<file path="config.mk">
export PLATFORM = sky130hd
export DESIGN_NAME = shift_frame_tx_ctrl_flat
export DESIGN_NICKNAME = d
export VERILOG_FILES = /design/src/rtl/shift_frame_tx_ctrl_pkg.sv /design/src/rtl/shift_frame_tx_ctrl_if.sv /design/src/rtl/shift_frame_tx_ctrl_bit_tick_gen.sv /design/src/rtl/shift_frame_tx_ctrl.sv /design/src/flat_wrapper.sv
export SDC_FILE = /design/constraint.sdc
export NUM_CORES = 1
export LEC_CHECK = 0
export BUFFER_PORTS_ARGS = -buffer_cell sky130_fd_sc_hd__buf_2
export CAP_MARGIN = 10
export CORE_AREA = 2 2 40 42
export DETAILED_ROUTE_END_ITERATION = 6
export DIE_AREA = 0 0 42 44
export GPL_ROUTABILITY_DRIVEN = 0
export GPL_TIMING_DRIVEN = 0
export PLACE_DENSITY = 0.78
export SETUP_SLACK_MARGIN = 0.3
export SYNTH_ARGS = -nofsm -noshare
export SYNTH_HDL_FRONTEND = slang
export SYNTH_SLANG_ARGS = --single-unit
</file>
<file path="constraint.sdc">
create_clock -name clock -period 3.5 [get_ports clock]
set_clock_uncertainty 0.15 [all_clocks]
set_input_delay 0.525 -clock clock [delete_from_list [all_inputs] [get_ports clock]]
set_output_delay 0.525 -clock clock [all_outputs]
set_load 0.05 [all_outputs]
</file>
<file path="src/rtl/shift_frame_tx_ctrl_pkg.sv">
// Shared types for the frame serializer controller.
// Latency: none (types only).
// Backpressure: none (types only).
package shift_frame_pkg;

    // Controller states. The encoding is fixed so state values stay stable across revisions.
    typedef enum logic [1:0] {
        ST_IDLE  = 2'd0,
        ST_SHIFT = 2'd1,
        ST_FLUSH = 2'd2
    } state_e;

    localparam int STATE_W = 2;

endpackage

</file>
<file path="src/rtl/shift_frame_tx_ctrl_if.sv">
// Word-source, shift-register and serial-line signals of the frame serializer.
// Latency: n/a (wiring only).
// Backpressure: in_valid/in_ready handshake on the word side; the serial side has none.
interface shift_frame_tx_ctrl_if #(
    parameter int WIDTH = 8
);
    logic             in_valid;
    logic [WIDTH-1:0] in_data;
    logic             in_ready;
    logic             abort;
    logic             sr_enable;
    logic             sr_sclr;
    logic             sr_load;
    logic [WIDTH-1:0] sr_data;
    logic             sr_shiftin;
    logic             sr_shiftout;
    logic             tx_bit;
    logic             tx_valid;
    logic             done;

    // Word source plus shift register, as seen from outside the controller.
    modport master (
        output in_valid, in_data, abort, sr_shiftout,
        input  in_ready, sr_enable, sr_sclr, sr_load, sr_data, sr_shiftin,
        input  tx_bit, tx_valid, done
    );

    // The controller itself.
    modport slave (
        input  in_valid, in_data, abort, sr_shiftout,
        output in_ready, sr_enable, sr_sclr, sr_load, sr_data, sr_shiftin,
        output tx_bit, tx_valid, done
    );
endinterface

</file>
<file path="src/rtl/shift_frame_tx_ctrl_bit_tick_gen.sv">
// Bit-rate divider: tick marks the first clock of every CLKS_PER_BIT-clock bit slot while run is high.
// Latency: tick is asserted in the first cycle run is high; wrap marks the last cycle of each slot.
// Backpressure: none; the counter returns to 0 whenever run is low.
module bit_tick_gen #(
    parameter int DIV_W        = 3,
    parameter int CLKS_PER_BIT = 4
) (
    input  logic clock,
    input  logic sclr,
    input  logic run,
    output logic tick,
    output logic wrap
);

    localparam logic [DIV_W-1:0] DIV_LAST = DIV_W'(CLKS_PER_BIT - 1);

    logic [DIV_W-1:0] div_q;
    logic [DIV_W-1:0] div_d;

    assign tick = run && (div_q == '0);
    assign wrap = run && (div_q == DIV_LAST);

    // Next divider value: count while running, wrap at the end of a slot, hold 0 when idle.
    always_comb begin
        div_d = '0;
        if (run && !wrap) begin
            div_d = div_q + DIV_W'(1);
        end
    end

    // Divider register.
    always_ff @(posedge clock) begin
        if (sclr) begin
            div_q <= '0;
        end else begin
            div_q <= div_d;
        end
    end

endmodule

</file>
<file path="src/rtl/shift_frame_tx_ctrl.sv">
// Loads a parallel word into an external shift register, then shifts it out one bit per CLKS_PER_BIT clocks.
// Latency: first serial bit valid 2 cycles after the handshake; one word every WIDTH*CLKS_PER_BIT+2 cycles.
// Backpressure: in_ready is high only in IDLE, so the source is held off for the whole frame.
module shift_frame_tx_ctrl
    import shift_frame_pkg::*;
#(
    parameter int WIDTH        = 8,
    parameter int CLKS_PER_BIT = 4,
    parameter bit FILL_BIT     = 1'b0
) (
    input  logic                  clock,
    input  logic                  sclr,
    shift_frame_tx_ctrl_if.slave  bus
);

    localparam int CNT_W = $clog2(WIDTH + 1);
    localparam int DIV_W = $clog2(CLKS_PER_BIT + 1);

    state_e           state_q;
    state_e           state_d;
    logic [CNT_W-1:0] bit_cnt_q;
    logic [CNT_W-1:0] bit_cnt_d;
    logic             tx_valid_q;
    logic             tx_valid_d;

    logic run;
    logic tick;
    logic wrap;
    logic in_ready;
    logic sr_enable;
    logic sr_sclr;
    logic sr_load;
    logic done;

    // The divider only runs in SHIFT, so every frame starts with a shift pulse one cycle after the load.
    assign run = (state_q == ST_SHIFT);

    bit_tick_gen #(
        .DIV_W        (DIV_W),
        .CLKS_PER_BIT (CLKS_PER_BIT)
    ) u_bit_tick_gen (
        .clock (clock),
        .sclr  (sclr),
        .run   (run),
        .tick  (tick),
        .wrap  (wrap)
    );

    // Next state, bit count and shift-register control decode; sclr overrides everything.
    always_comb begin
        state_d    = state_q;
        bit_cnt_d  = '0;
        tx_valid_d = 1'b0;
        in_ready   = 1'b0;
        sr_enable  = 1'b0;
        sr_sclr    = 1'b0;
        sr_load    = 1'b0;
        done       = 1'b0;
        if (sclr) begin
            // Clear the shift register in the same cycle as the controller.
            state_d   = ST_IDLE;
            sr_sclr   = 1'b1;
            sr_enable = 1'b1;
        end else begin
            unique case (state_q)
                ST_IDLE: begin
                    in_ready = 1'b1;
                    if (bus.in_valid) begin
                        sr_load   = 1'b1;
                        sr_enable = 1'b1;
                        state_d   = ST_SHIFT;
                    end
                end
                ST_SHIFT: begin
                    if (bus.abort) begin
                        // Drop the frame: clear the register, no done pulse.
                        sr_sclr   = 1'b1;
                        sr_enable = 1'b1;
                        state_d   = ST_IDLE;
                    end else begin
                        sr_enable  = tick;
                        tx_valid_d = 1'b1;
                        bit_cnt_d  = bit_cnt_q + CNT_W'(tick);
                        // Leave once the last bit has been held for its full slot.
                        if (wrap && (bit_cnt_d == CNT_W'(WIDTH))) begin
                            state_d = ST_FLUSH;
                        end
                    end
                end
                ST_FLUSH: begin
                    done      = 1'b1;
                    sr_sclr   = 1'b1;
                    sr_enable = 1'b1;
                    state_d   = ST_IDLE;
                end
                default: begin
                    state_d = ST_IDLE;
                end
            endcase
        end
    end

    // State, bit counter and line-valid registers.
    always_ff @(posedge clock) begin
        if (sclr) begin
            state_q    <= ST_IDLE;
            bit_cnt_q  <= '0;
            tx_valid_q <= 1'b0;
        end else begin
            state_q    <= state_d;
            bit_cnt_q  <= bit_cnt_d;
            tx_valid_q <= tx_valid_d;
        end
    end

    assign bus.in_ready   = in_ready;
    assign bus.sr_enable  = sr_enable;
    assign bus.sr_sclr    = sr_sclr;
    assign bus.sr_load    = sr_load;
    assign bus.sr_data    = bus.in_data;
    assign bus.sr_shiftin = FILL_BIT;
    assign bus.tx_bit     = tx_valid_q & bus.sr_shiftout;
    assign bus.tx_valid   = tx_valid_q;
    assign bus.done       = done;

endmodule

</file>
<file path="src/flat_wrapper.sv">
// flat-port wrapper written by rule: the top's interface ports become plain ports
module shift_frame_tx_ctrl_flat import shift_frame_pkg::*;
#(
    parameter int WIDTH        = 8,
    parameter int CLKS_PER_BIT = 4,
    parameter bit FILL_BIT     = 1'b0
)
  (clock, sclr, bus_in_valid, bus_in_data, bus_abort, bus_sr_shiftout, bus_in_ready, bus_sr_enable, bus_sr_sclr, bus_sr_load, bus_sr_data, bus_sr_shiftin, bus_tx_bit, bus_tx_valid, bus_done);
  shift_frame_tx_ctrl_if #(.WIDTH(WIDTH)) bus_i ();
  input  logic clock;
  input  logic sclr;
  input wire logic [$bits(bus_i.in_valid)-1:0] bus_in_valid;
  input wire logic [$bits(bus_i.in_data)-1:0] bus_in_data;
  input wire logic [$bits(bus_i.abort)-1:0] bus_abort;
  input wire logic [$bits(bus_i.sr_shiftout)-1:0] bus_sr_shiftout;
  output wire logic [$bits(bus_i.in_ready)-1:0] bus_in_ready;
  output wire logic [$bits(bus_i.sr_enable)-1:0] bus_sr_enable;
  output wire logic [$bits(bus_i.sr_sclr)-1:0] bus_sr_sclr;
  output wire logic [$bits(bus_i.sr_load)-1:0] bus_sr_load;
  output wire logic [$bits(bus_i.sr_data)-1:0] bus_sr_data;
  output wire logic [$bits(bus_i.sr_shiftin)-1:0] bus_sr_shiftin;
  output wire logic [$bits(bus_i.tx_bit)-1:0] bus_tx_bit;
  output wire logic [$bits(bus_i.tx_valid)-1:0] bus_tx_valid;
  output wire logic [$bits(bus_i.done)-1:0] bus_done;
  assign bus_i.in_valid = bus_in_valid;
  assign bus_i.in_data = bus_in_data;
  assign bus_i.abort = bus_abort;
  assign bus_i.sr_shiftout = bus_sr_shiftout;
  assign bus_in_ready = bus_i.in_ready;
  assign bus_sr_enable = bus_i.sr_enable;
  assign bus_sr_sclr = bus_i.sr_sclr;
  assign bus_sr_load = bus_i.sr_load;
  assign bus_sr_data = bus_i.sr_data;
  assign bus_sr_shiftin = bus_i.sr_shiftin;
  assign bus_tx_bit = bus_i.tx_bit;
  assign bus_tx_valid = bus_i.tx_valid;
  assign bus_done = bus_i.done;
  shift_frame_tx_ctrl #(.WIDTH(WIDTH), .CLKS_PER_BIT(CLKS_PER_BIT), .FILL_BIT(FILL_BIT)) u_core (.clock(clock), .sclr(sclr), .bus(bus_i));
endmodule
</file>
==> metrics.txt <==
fmax=410.9 MHz; wire length per cell=10.27 um; Worst Setup Slack, final=1066 ps; die area=0.001848 mm^2; clock slew at reported path FFs=80 ps; Total GRT Usage=between 10% and 20%; nets@finish=116; Hold Crit Start=u_core.u_bit_tick_gen.div_q[0]; final WL=roughly 1100 um; share of cells above drive strength 1=between 30 and 40%; worst r2r dst=u_core.state_q[1]; Synthesized Nets=93; Via Count=530; hpwl dp=891.6 um; status=completed; Syn-to-layout area delta=22.81%; Cell variety after synth=25; Final Critical Period=2434 ps; synth warn=0; DRC viols=0; Post-DRT Antenna Nets=0; CTS max path bufs=2; Initial DRT Pass Iterations=4; worst-path maximum fanout=6; global-route wire length before repair=1835 um; Placed Cells=105; commonest non-fill, non-tap cell in the layout=buf_2; CTS Hold Buffers Added=0; DRT iter0 DRCs=2; initial antenna violation count=0; finished layout cell area=788.3 um^2; GRT overflow=0; PortBufs=18; TritonCTS Buffers=3; FF-to-FF path depth=8; leak pwr=0.4137 nW; post-synthesis register bit count=10; largest net degree at the start of global routing=11; Hold Crit Depth=1; Final Cycle Share=69.53%; Worst EP arrival=2470 ps; setup TNS=0 ps; cts repair resizes=0; placement-stage cell area=between 700 and 800 um^2; DIE HEIGHT=44 um; clk_lat worst skew=260 ps; H-tree levels=1; pwr dens=between 300 and 400 mW/mm^2; Critical Path RT=between 3000 and 4000 ps; vias in the first global route=between 400 and 500; Hold Vio Cnt, Final=0; post-CTS setup buffer count=0; final hold slack=300.5 ps; n_diodes=0; core area=0.001419 mm^2; chip width=around 42 um; sequential-to-total area share from yosys stat=31.19%; Non-Filler Instances=109; maximum VDD drop=about 210 uV; Hold EP=u_core.u_bit_tick_gen.div_q[0]; starting density of the core=about 45%; Synth Instances=71; Clock Tree Root=clkbuf_4; crit-path max cell delay=between 300 and 400 ps; fillcell total=140; most frequent cells in the layout=18 x buf_2, 10 x dfxtp_1, 9 x ha_1, 9 x buf_4, 8 x nor2_1; CP max-delay cell=dfxtp_1; Mapped Avg Cell Area=between 9 and 10 um^2; CTS tree=yes; fin. max-slew vios=0; final-report setup violation count=0; HP Class=reg -> reg; Netlist Area Pre-Place=641.9 um^2; Place WS=approximately 1100 ps; Max-Cap Viols=0; Crit path top cell by count=ha_1; vias per inst=a little under 5; kind of start point of the critical path=flop; CTS Sinks=10; Ports=29; CP Class=reg -> reg; R2R Path Start=u_core.state_q[1]; row cnt=14; r2r setup slk=~1100 ps; Setup crit end kind=flop; CP cell instances=inv_1 > ha_1 > and3_1 > ha_1 > ha_1 > xnor2_1 > nand4b_4 > a311oi_2; RSZ-0062 raised after global routing=no
[power by group]
part	total (mW)	internal (mW)	switching [mW]
clock network	0.103	0.0630	0.0404
registers	0.120	0.117	0.00286
logic	0.0908	0.0282	0.0627
[layout make-up]
type	instances	area, um^2	share of cell area [%]
clock buffer	4	36.28	4.603
sequential	10	200.2	25.40
inverter	5	18.77	2.381
tap	16	20.02	2.540
multi-input combinational	46	351.6	44.60
timing repair buffer	18	90.09	11.43
buffer	10	71.32	9.048
[layer usage]
layer | routed length [um] | GRT usage (%) | share of wire (%) | vias to the layer above
met1 | 477 | 13.42 | 43 | 242
li1 | - | - | - | 269
met3 | 81 | 4.583 | 7.2 | 2
met5 | 0 | 0 | 0 | -
met2 | 546 | 23.13 | 49 | 17
met4 | 14 | 7.742 | 1.3 | 0
[registers in the layout, summed over array words and instances, names as in the netlist]
register / flops
u_core.u_bit_tick_gen.div_q: 3
u_core.bit_cnt_q: 4
u_core.state_q: 2
u_core.bus.tx_valid: 1
[critical path: cells and delay by family, from the launching register on]
family,cells,cell delay [ps]
buffers and inverters,1,100
adders and majority gates,3,680
DFF,1,390
xor gates and xnor gates,1,360
AOI/OAI and AO/OA,1,280
and+or+nand+nor,2,380
[worst max path at each step]
| stage | slack (ps) | cells after the start | end | startpoint |
|---|---|---|---|---|
| global placement | 1150 | 9 | u_core.state_q[0] | u_core.state_q[1] |
| floorplan | 830 | 3 | bus_sr_load | sclr |
| finish | 1070 | 8 | u_core.state_q[1] | u_core.state_q[1] |
| CTS | 1060 | 6 | bus_sr_enable | u_core.state_q[1] |
| global route | 880 | 8 | u_core.state_q[1] | u_core.state_q[1] |
| detailed placement | 1090 | 8 | u_core.state_q[1] | u_core.state_q[1] |
[Yosys cell counts (all sizes together)]
cell type | instances | area, um^2
conb | 1 | 3.750
a211oi | 1 | 7.510
a21oi | 2 | 10.01
buf | 9 | 67.56
nand3 | 1 | 5.000
nand4b | 1 | 23.77
a311oi | 1 | 15.01
a21o | 2 | 15.01
nand2b | 1 | 6.260
ha | 9 | 112.6
xor2 | 1 | 8.760
inv | 5 | 18.77
o211a | 1 | 10.01
nor2b | 4 | 25.02
nor3 | 2 | 10.01
dfxtp | 10 | 200.2
nand4 | 1 | 6.260
o21bai | 1 | 7.510
and3 | 2 | 12.51
xnor2 | 1 | 8.760
o21ai | 1 | 5.000
nand2 | 1 | 3.750
clkbuf | 1 | 3.750
and2 | 4 | 25.02
nor2 | 8 | 30.03
[kinds of logic (layout without fill, tap and decap cells)]
group,after synthesis,count (layout),share of synthesized area (%)
XOR/XNOR,2,2,2.730
buffers and inverters,15,37,14.03
adder cells (fa/ha/maj),9,9,17.54
AND/OR/NAND/NOR,25,25,23.00
flip-flops,10,10,31.19
other,1,1,0.5842
AO/OA/AOI/OAI,9,9,10.92
[stage by stage]
stage | util [%] | power (mW)
CTS | 55.56 | 0.3184
floorplan | - | 0.1963
global placement | 53.00 | 0.2121
detailed placement | 53.00 | 0.2138
global route | 55.56 | 0.3286
finish | 55.56 | 0.3142
(Power assumes the default switching activity.)
